### src/rtl/req_queue_ctrl.sv
// Dual request queue: routes host requests by opcode MSB into an AES or SHA FIFO.
// Build macro REQ_QUEUE_COUNT_EN adds count_aes/count_sha occupancy outputs.

module ReqQueueFifo #(
  parameter int WIDTH = 50,
  parameter int DEPTH = 16,
  localparam int PW = $clog2(DEPTH)
) (
  input  logic             clk_i,
  input  logic             reset_i,
  input  logic             push_i,
  input  logic [WIDTH-1:0] data_i,
  input  logic             pop_i,
  output logic [WIDTH-1:0] head_o,
  output logic [PW:0]      count_o
);

  logic [WIDTH-1:0] mem [DEPTH];
  logic [PW-1:0]    wrPtr_q, wrPtr_d, rdPtr_q, rdPtr_d;
  logic [PW:0]      count_q, count_d;

  // Callers only assert push/pop when the queue can accept/supply an entry.
  always_comb begin
    wrPtr_d = wrPtr_q;
    rdPtr_d = rdPtr_q;
    count_d = count_q;
    if (push_i) wrPtr_d = wrPtr_q + PW'(1);
    if (pop_i) rdPtr_d = rdPtr_q + PW'(1);
    if (push_i && !pop_i) count_d = count_q + (PW+1)'(1);
    else if (pop_i && !push_i) count_d = count_q - (PW+1)'(1);
  end

  always_ff @(posedge clk_i) begin
    if (reset_i) begin
      wrPtr_q <= '0;
      rdPtr_q <= '0;
      count_q <= '0;
    end else begin
      wrPtr_q <= wrPtr_d;
      rdPtr_q <= rdPtr_d;
      count_q <= count_d;
    end
  end

  // Storage is never cleared; the pointers alone decide which entries are live.
  always_ff @(posedge clk_i) begin
    if (push_i && !reset_i) mem[wrPtr_q] <= data_i;
  end

  assign head_o  = mem[rdPtr_q];
  assign count_o = count_q;

endmodule

module req_queue_ctrl #(
  parameter int ADDRW   = 24,
  parameter int OPCODEW = 2,
  parameter int QDEPTH  = 16
) (
  input  logic                       clk,
  input  logic                       rst_n,
  input  logic                       valid_in,
  output logic                       ready_in_aes,
  output logic                       ready_in_sha,
  input  logic [OPCODEW-1:0]         opcode,
  input  logic [ADDRW-1:0]           key_addr,
  input  logic [ADDRW-1:0]           text_addr,
  input  logic [ADDRW-1:0]           dest_addr,
  output logic [2*ADDRW+OPCODEW-1:0] instr_aes,
  output logic                       valid_out_aes,
  input  logic                       ready_out_aes,
  output logic [2*ADDRW+OPCODEW-1:0] instr_sha,
  output logic                       valid_out_sha,
  input  logic                       ready_out_sha
`ifdef REQ_QUEUE_COUNT_EN
  ,
  output logic [$clog2(QDEPTH):0]    count_aes,
  output logic [$clog2(QDEPTH):0]    count_sha
`endif
);

  localparam int CW = $clog2(QDEPTH) + 1;
  localparam int IW = 2*ADDRW + OPCODEW;
  localparam logic [CW-1:0] FULL_COUNT = CW'(QDEPTH);

  logic [CW-1:0] countAes, countSha;
  logic          toSha, pushAes, pushSha, popAes, popSha;

  // Flow control looks only at registered counts, so no input reaches ready/valid.
  assign ready_in_aes  = (countAes != FULL_COUNT);
  assign ready_in_sha  = (countSha != FULL_COUNT);
  assign valid_out_aes = (countAes != '0);
  assign valid_out_sha = (countSha != '0);

  assign toSha   = opcode[OPCODEW-1];
  assign pushAes = valid_in && !toSha && ready_in_aes;
  assign pushSha = valid_in &&  toSha && ready_in_sha;
  assign popAes  = valid_out_aes && ready_out_aes;
  assign popSha  = valid_out_sha && ready_out_sha;

  ReqQueueFifo #(.WIDTH(IW), .DEPTH(QDEPTH)) aesQueue (
    .clk_i   (clk),
    .reset_i (rst_n),
    .push_i  (pushAes),
    .data_i  ({opcode, key_addr, text_addr}),
    .pop_i   (popAes),
    .head_o  (instr_aes),
    .count_o (countAes)
  );

  ReqQueueFifo #(.WIDTH(IW), .DEPTH(QDEPTH)) shaQueue (
    .clk_i   (clk),
    .reset_i (rst_n),
    .push_i  (pushSha),
    .data_i  ({opcode, text_addr, dest_addr}),
    .pop_i   (popSha),
    .head_o  (instr_sha),
    .count_o (countSha)
  );

`ifdef REQ_QUEUE_COUNT_EN
  assign count_aes = countAes;
  assign count_sha = countSha;
`endif

endmodule

### config.mk
export PLATFORM = sky130hd
export DESIGN_NAME = req_queue_ctrl
export DESIGN_NICKNAME = d
export VERILOG_FILES = /design/src/rtl/req_queue_ctrl.sv
export SDC_FILE = /design/constraint.sdc
export NUM_CORES = 1
export LEC_CHECK = 0
export CAP_MARGIN = 30
export CORE_MARGIN = 1.5
export CORE_UTILIZATION = 45
export CTS_CLUSTER_DIAMETER = 80
export DETAILED_ROUTE_END_ITERATION = 7
export GPL_TIMING_DRIVEN = 0
export PLACE_DENSITY_LB_ADDON = 0.15
export SYNTH_ARGS = -nofsm -noshare
export SYNTH_HDL_FRONTEND = slang
export SYNTH_SLANG_ARGS = --single-unit
### constraint.sdc
create_clock -name clk -period 7.86 [get_ports clk]
set_clock_uncertainty 0.05 [all_clocks]
set_input_delay 1.572 -clock clk [delete_from_list [all_inputs] [get_ports clk]]
set_output_delay 1.572 -clock clk [all_outputs]
set_load 0.01 [all_outputs]
==> results of run 1 <==
[routing by layer]
layer  share of wire, %  vias up  GRT usage (%)
met5              0.075        -              0
met4                2.7       18           6.76
met3                5.5      254           3.93
met2                 51      917           35.9
met1                 41    15516           27.8
li1                   -    12308              -
[cells by family (layout without fill, tap and decap cells)]
family | count (synthesis) | count (layout) | share of synthesized area [%]
XOR/XNOR | 16 | 16 | 0.228
other | 0 | 1 | 0
adder cells (fa/ha/maj) | 20 | 20 | 0.431
buffers and inverters | 151 | 732 | 1.16
multiplexers | 408 | 408 | 14.8
flip-flops | 1634 | 1634 | 79.2
AO/OA/AOI/OAI | 224 | 224 | 2.72
AND/OR/NAND/NOR | 220 | 220 | 1.53
[synth_stat cells, types with 4 or more instances]
library cell / instances
edfxtp_1: 1600
a21oi_1: 10
buf_2: 27
buf_1: 31
clkbuf_1: 63
a22oi_1: 200
nor2b_1: 6
buf_4: 11
nand2_1: 110
nand3_1: 8
buf_6: 10
inv_1: 9
mux2i_1: 6
xor2_1: 10
xnor2_1: 6
dfxtp_1: 34
nor2_1: 73
ha_1: 18
mux4_2: 400
o211ai_1: 4
[worst paths after layout]
check | to | depth (start not counted) | slack, ns | from
max | instr_sha[21] | 6 | 2.70 | register
min | register | 2 | 0.50 | aesQueue.rdPtr_q[3]
max reg2reg | shaQueue.count_o[4] | 8 | 4.91 | shaQueue.count_o[0]
min reg2reg | register | 2 | 0.50 | aesQueue.rdPtr_q[3]
[metrics by stage]
step	TNS (ns)	cell area, um^2
final	0	73000
after global placement	-1747.36	65600
after CTS	0	72700
after detailed placement	0	67500
after global routing	0	73000
after floorplan	0	61600
[final cells by class]
type | instances | share of cell area [%]
clock buffer | 222 | 6.20
tap | 1781 | 3.05
inverter | 9 | 0.0463
buffer | 142 | 0.936
sequential | 1634 | 66.7
antenna | 1 | 0.00343
clock inverter | 82 | 0.876
multi-input combinational | 888 | 16.9
timing repair buffer | 277 | 5.24
[registers in the layout, summed over array words and instances, names as in the netlist, named ones only]
register,flops
shaQueue.count_o,5
aesQueue.rdPtr_q,4
aesQueue.wrPtr_q,4
shaQueue.wrPtr_q,4
shaQueue.rdPtr_q,4
shaQueue.mem,800
aesQueue.mem,800
aesQueue.count_o,5
[worst max-delay path, stage by stage (launching register included)]
cell and delay, ns:
dfxtp_1 0.36, buf_2 0.37, buf_1 0.74, mux4_2 0.42
a22oi_1 0.27, nand2_1 0.10, clkdlybuf4s50_1 0.49
[power by group through the flow]
stage | Clock, uW | Sequential [uW] | Combinational (uW)
5_1_grt | 7970 | 9700 | 4700
2_1_floorplan | 0 | 9870 | 2850
4_1_cts | 7660 | 9690 | 4460
3_3_place_gp | 0 | 9880 | 4350
6_report | 7500 | 9690 | 4370
3_5_place_dp | 0 | 9880 | 4440
==> results_dict.tcl, run 1 <==
set metrics [dict create \
    port_buffers 182 \
    drt_iter0_drc 2711 \
    synth_seq_cells 1634 \
    crit_fanout 10 \
    switching_share_pct 25.1 \
    internal-power_uw 16200 \
    core_um2 136000 \
    viasPerCell 5.76 \
    vias 29013 \
    die_h_um 373 \
    globalRouteOverflowTotal 0 \
    fp.dieArea_um2 139000 \
    cts_max_level 4 \
    numCtsBuffers 166 \
    detail-route-antenna-nets 0 \
    status "finished clean" \
    drtPass1Iterations 5 \
    start_util_pct 45.4 \
    crit_required_ns 6.24 \
    synth.largest_area_cell "edfxtp_1" \
    wl_per_cell_um 29.0 \
    postCtsSetupBuffers 0 \
    drc 0 \
    die_w_um 373 \
    crit_path_start_kind "register" \
    dp_hpwl_mm 92.7 \
    power.switching_uw 5400 \
    avgSynthCellArea_um2 23.0 \
    p_leak_uw 0.0227 \
    first_global_vias 31001 \
    place.gp.congestion 0.764 \
    vdd_drop_max_v 0.000189 \
    multi_input_area_um2 12300 \
    cts_buffer_depth 3 \
    setup_violations 0 \
    final_cell_mix "1,600 x edfxtp_1, 400 x mux4_2, 200 x a22oi_1" \
    synth_nets 2772 \
    relSlewSlack_pct 29.2 \
    finalPower_uw 21600 \
    fin_util_pct 53.8 \
    pre_cts_ws_ns 3.25 \
    ys_seq_area_share_pct 79.2 \
    max_freq_mhz 194 \
    hp-class "reg -> reg" \
    hold_slack_ns 0.502 \
    clock_sinks 1634 \
    clockPowerShare_pct 34.8 \
    nFillCells 10252 \
    ys_warn_count 0 \
    dp_cells 4717 \
    postSynth.asyncResetShare_pct 0 \
    grt_max_degree 38 \
    holdBufCountCts 0 \
    ys_top_cells_by_area "edfxtp_1 78%, mux4_2 15%, a22oi_1 2.4%" \
    rsz0062_at_grt "no" \
    syn_inst 2673 \
    power_density_nw_per_um2 295 \
    synth_area_um2 61600 \
    routed_wl_mm 146 \
    nets 3217 \
    synth_ff_type "edfxtp_1" \
    antenna_found_initial 11 \
    seq_power_share_pct 45.0 \
    arrival_ns 3.54 \
    clk_pin_slew_worst_paths_ns 0.06 \
    drive_gt1_share_pct 24.9 \
    synthDistinctLibCells 40 \
    grt_use_total_pct 21.2 \
    layout_setup_ws_ns 2.70 \
    path_class "reg -> out" \
    seq_area_um2 48700 \
    grt_pass1_wl_mm 211 \
    cts_tree "yes" \
    worst_pin_slew_ns 1.06 \
    fin_crit_sh_pct 65.7 \
    synth-edff-count 1600 \
    crit_path_end_kind "primary output" \
    rows 135 \
    yosysTopAreaCellShare_pct 78.1 \
    slew_violations 0 \
    drv_cap 0 \
    stdcell_count 5036 \
    area_delta_synth_final_pct 18.6 \
    ctsRootBufferMaster "clkbuf_16" \
    clock_latency_ns 0.78 \
    cts_resized 0 \
    min_period_ns 5.16 \
    ios 183 \
    final_common_cell "edfxtp_1" \
    finalHoldViolations 0 \
    comb_power_share_pct 20.3 \
]
(Power assumes the default switching activity.)
==> run 2: changes to the inputs <==
clock period = 4.7 ns   (was 7.86 ns; I/O delays follow)
==> results_dict.tcl, run 2 (synthesis results as in run 1) <==
set metrics [dict create \
    status "finished clean" \
    r2r_slack_ns 1.73 \
    fp.dieArea_um2 139000 \
    drive_gt1_share_pct 24.9 \
    min_period_ns 4.53 \
    globalRouteOverflowTotal 0 \
    holdPathEnd "aesQueue.count_o[2]" \
    drc 0 \
    path_class "reg -> out" \
    worstHoldStart "aesQueue.count_o[2]" \
    rsz0062_at_grt "no" \
    first_global_vias 31001 \
    numCtsBuffers 166 \
    crit_chain "buf_2 -> buf_1 -> mux4_2 -> a22oi_1 -> nand2_1 -> clkdlybuf4s50_1" \
    largestRegisters "aesQueue.mem (800), shaQueue.mem (800)" \
    clock_sinks 1634 \
    grt_max_degree 38 \
    slew_violations 0 \
    die_w_um 373 \
    place.gp.congestion 0.764 \
    finalHoldViolations 0 \
    max_freq_mhz 221 \
    port_buffers 182 \
    final_common_cell "edfxtp_1" \
    nFillCells 10251 \
    setup_violations 0 \
    core_um2 136000 \
    ios 183 \
    postCtsSetupBuffers 0 \
    detail-route-antenna-nets 0 \
    tns_ns 0 \
    crit_path_start_kind "register" \
    worst_pin_slew_ns 1.06 \
    stdcell_count 5036 \
    drt_iter0_drc 2631 \
    hp-class "reg -> reg" \
    wl_per_cell_um 29.0 \
    grt_pass1_wl_mm 211 \
    finalPower_uw 36000 \
    r2r-start "shaQueue.count_o[0]" \
    drv_cap 0 \
    clock_latency_ns 0.78 \
    fin_crit_sh_pct 96.3 \
    dp_cells 4717 \
    routed_wl_mm 146 \
    p_leak_uw 0.0227 \
    crit_path_max_incr_delay_ns 0.72 \
    dp_hpwl_mm 92.7 \
    critical-path-top-delay-family "buffers and inverters" \
    worst_r2r_path_depth 8 \
    cts_tree "yes" \
    cts_buffer_depth 3 \
    drtPass1Iterations 5 \
    critPathBufInv 3 \
    rows 135 \
    viasPerCell 5.76 \
    slowest_stage "buf_1" \
    crit_path_end_kind "primary output" \
    clk_pin_slew_worst_paths_ns 0.05 \
    nets 3217 \
    power_density_nw_per_um2 494 \
    relSlewSlack_pct 29.5 \
    r2r_end "shaQueue.count_o[4]" \
    area_delta_synth_final_pct 18.6 \
    final_cell_mix "1,600 x edfxtp_1, 400 x mux4_2, 200 x a22oi_1" \
    crit_fanout 10 \
    vias 29011 \
    ctsRootBufferMaster "clkbuf_16" \
    start_util_pct 45.4 \
    holdPathStages 2 \
    antenna_found_initial 11 \
    vdd_drop_max_v 0.000316 \
    die_h_um 373 \
    arrival_ns 3.54 \
    grt_use_total_pct 21.2 \
    cts_max_level 4 \
    crit_required_ns 3.71 \
]
-- run 2: cell types whose count changed in the layout (fill, tap and decap cells not counted), sizes merged --
cell	delta
buf	-3
clkbuf	+3
-- run 2: where the power goes --
| group | leakage [uW] | internal [uW] | total, uW | switching, uW |
|---|---|---|---|---|
| Combinational | 0.00546 | 3680 | 7310 | 3620 |
| Sequential | 0.0147 | 16100 | 16200 | 77.2 |
| Clock | 0.00253 | 7200 | 12500 | 5330 |
-- run 2: worst register-to-register path: stages (launching register included) --
cell,delay [ns]
dfxtp_1,0.36
nor4_2,0.54
a21oi_1,0.28
ha_1,0.31
fa_1,0.42
nand2b_1,0.16
a21oi_1,0.17
mux2i_1,0.23
mux2_2,0.34
-- run 2: worst max-delay path by stage --
| stage | startpoint | endpoint | slack (ns) | depth (start not counted) |
|---|---|---|---|---|
| global route | register | instr_sha[32] | 0.01 | 6 |
| CTS | register | instr_sha[32] | 0.04 | 6 |
| finish | register | instr_aes[16] | 0.17 | 6 |
| global placement | opcode[1] | aesQueue.mem[15][32] | -3.87 | 4 |
| detailed placement | rst_n | shaQueue.mem[13][20] | 0.72 | 6 |
| floorplan | rst_n | aesQueue.mem[4][0] | 0.48 | 3 |
-- run 2: per-stage QoR --
stage | worst slack, ns | hold slack, ns | instance area, um^2 | utilization [%]
global placement | -3.87 | 0.479 | 65600 | 48.4
CTS | 0.0351 | 0.501 | 72700 | 53.6
finish | 0.175 | 0.503 | 73000 | 53.8
floorplan | 0.483 | 0.435 | 61600 | -
detailed placement | 0.719 | 0.489 | 67500 | 49.8
global route | 0.0126 | 0.545 | 73000 | 53.8
-- run 2: metal layers --
| layer | share of wire (%) | GRT usage [%] | vias to the layer above |
|---|---|---|---|
| met4 | 2.7 | 6.76 | 18 |
| met2 | 51 | 35.9 | 890 |
| met5 | 0.073 | 0 | - |
| li1 | - | - | 12298 |
| met1 | 41 | 27.8 | 15551 |
| met3 | 5.6 | 3.93 | 254 |
-- run 2: what timing repair did --
item                                    in CTS  in global routing
gates resized for setup                      0                  4
hold buffers                                 0                  0
endpoints found under the setup margin       0                  7
-- run 2: cell type report --
class | count | area, um^2 | area share [%]
Clock buffer | 222 | 4530 | 6.20
Clock inverter | 82 | 639 | 0.876
Multi-Input combinational cell | 888 | 12300 | 16.9
Inverter | 9 | 33.8 | 0.0463
Sequential cell | 1634 | 48700 | 66.7
Antenna cell | 1 | 2.50 | 0.00343
Timing Repair Buffer | 277 | 3830 | 5.24
Tap cell | 1781 | 2230 | 3.05
Buffer | 142 | 688 | 0.942
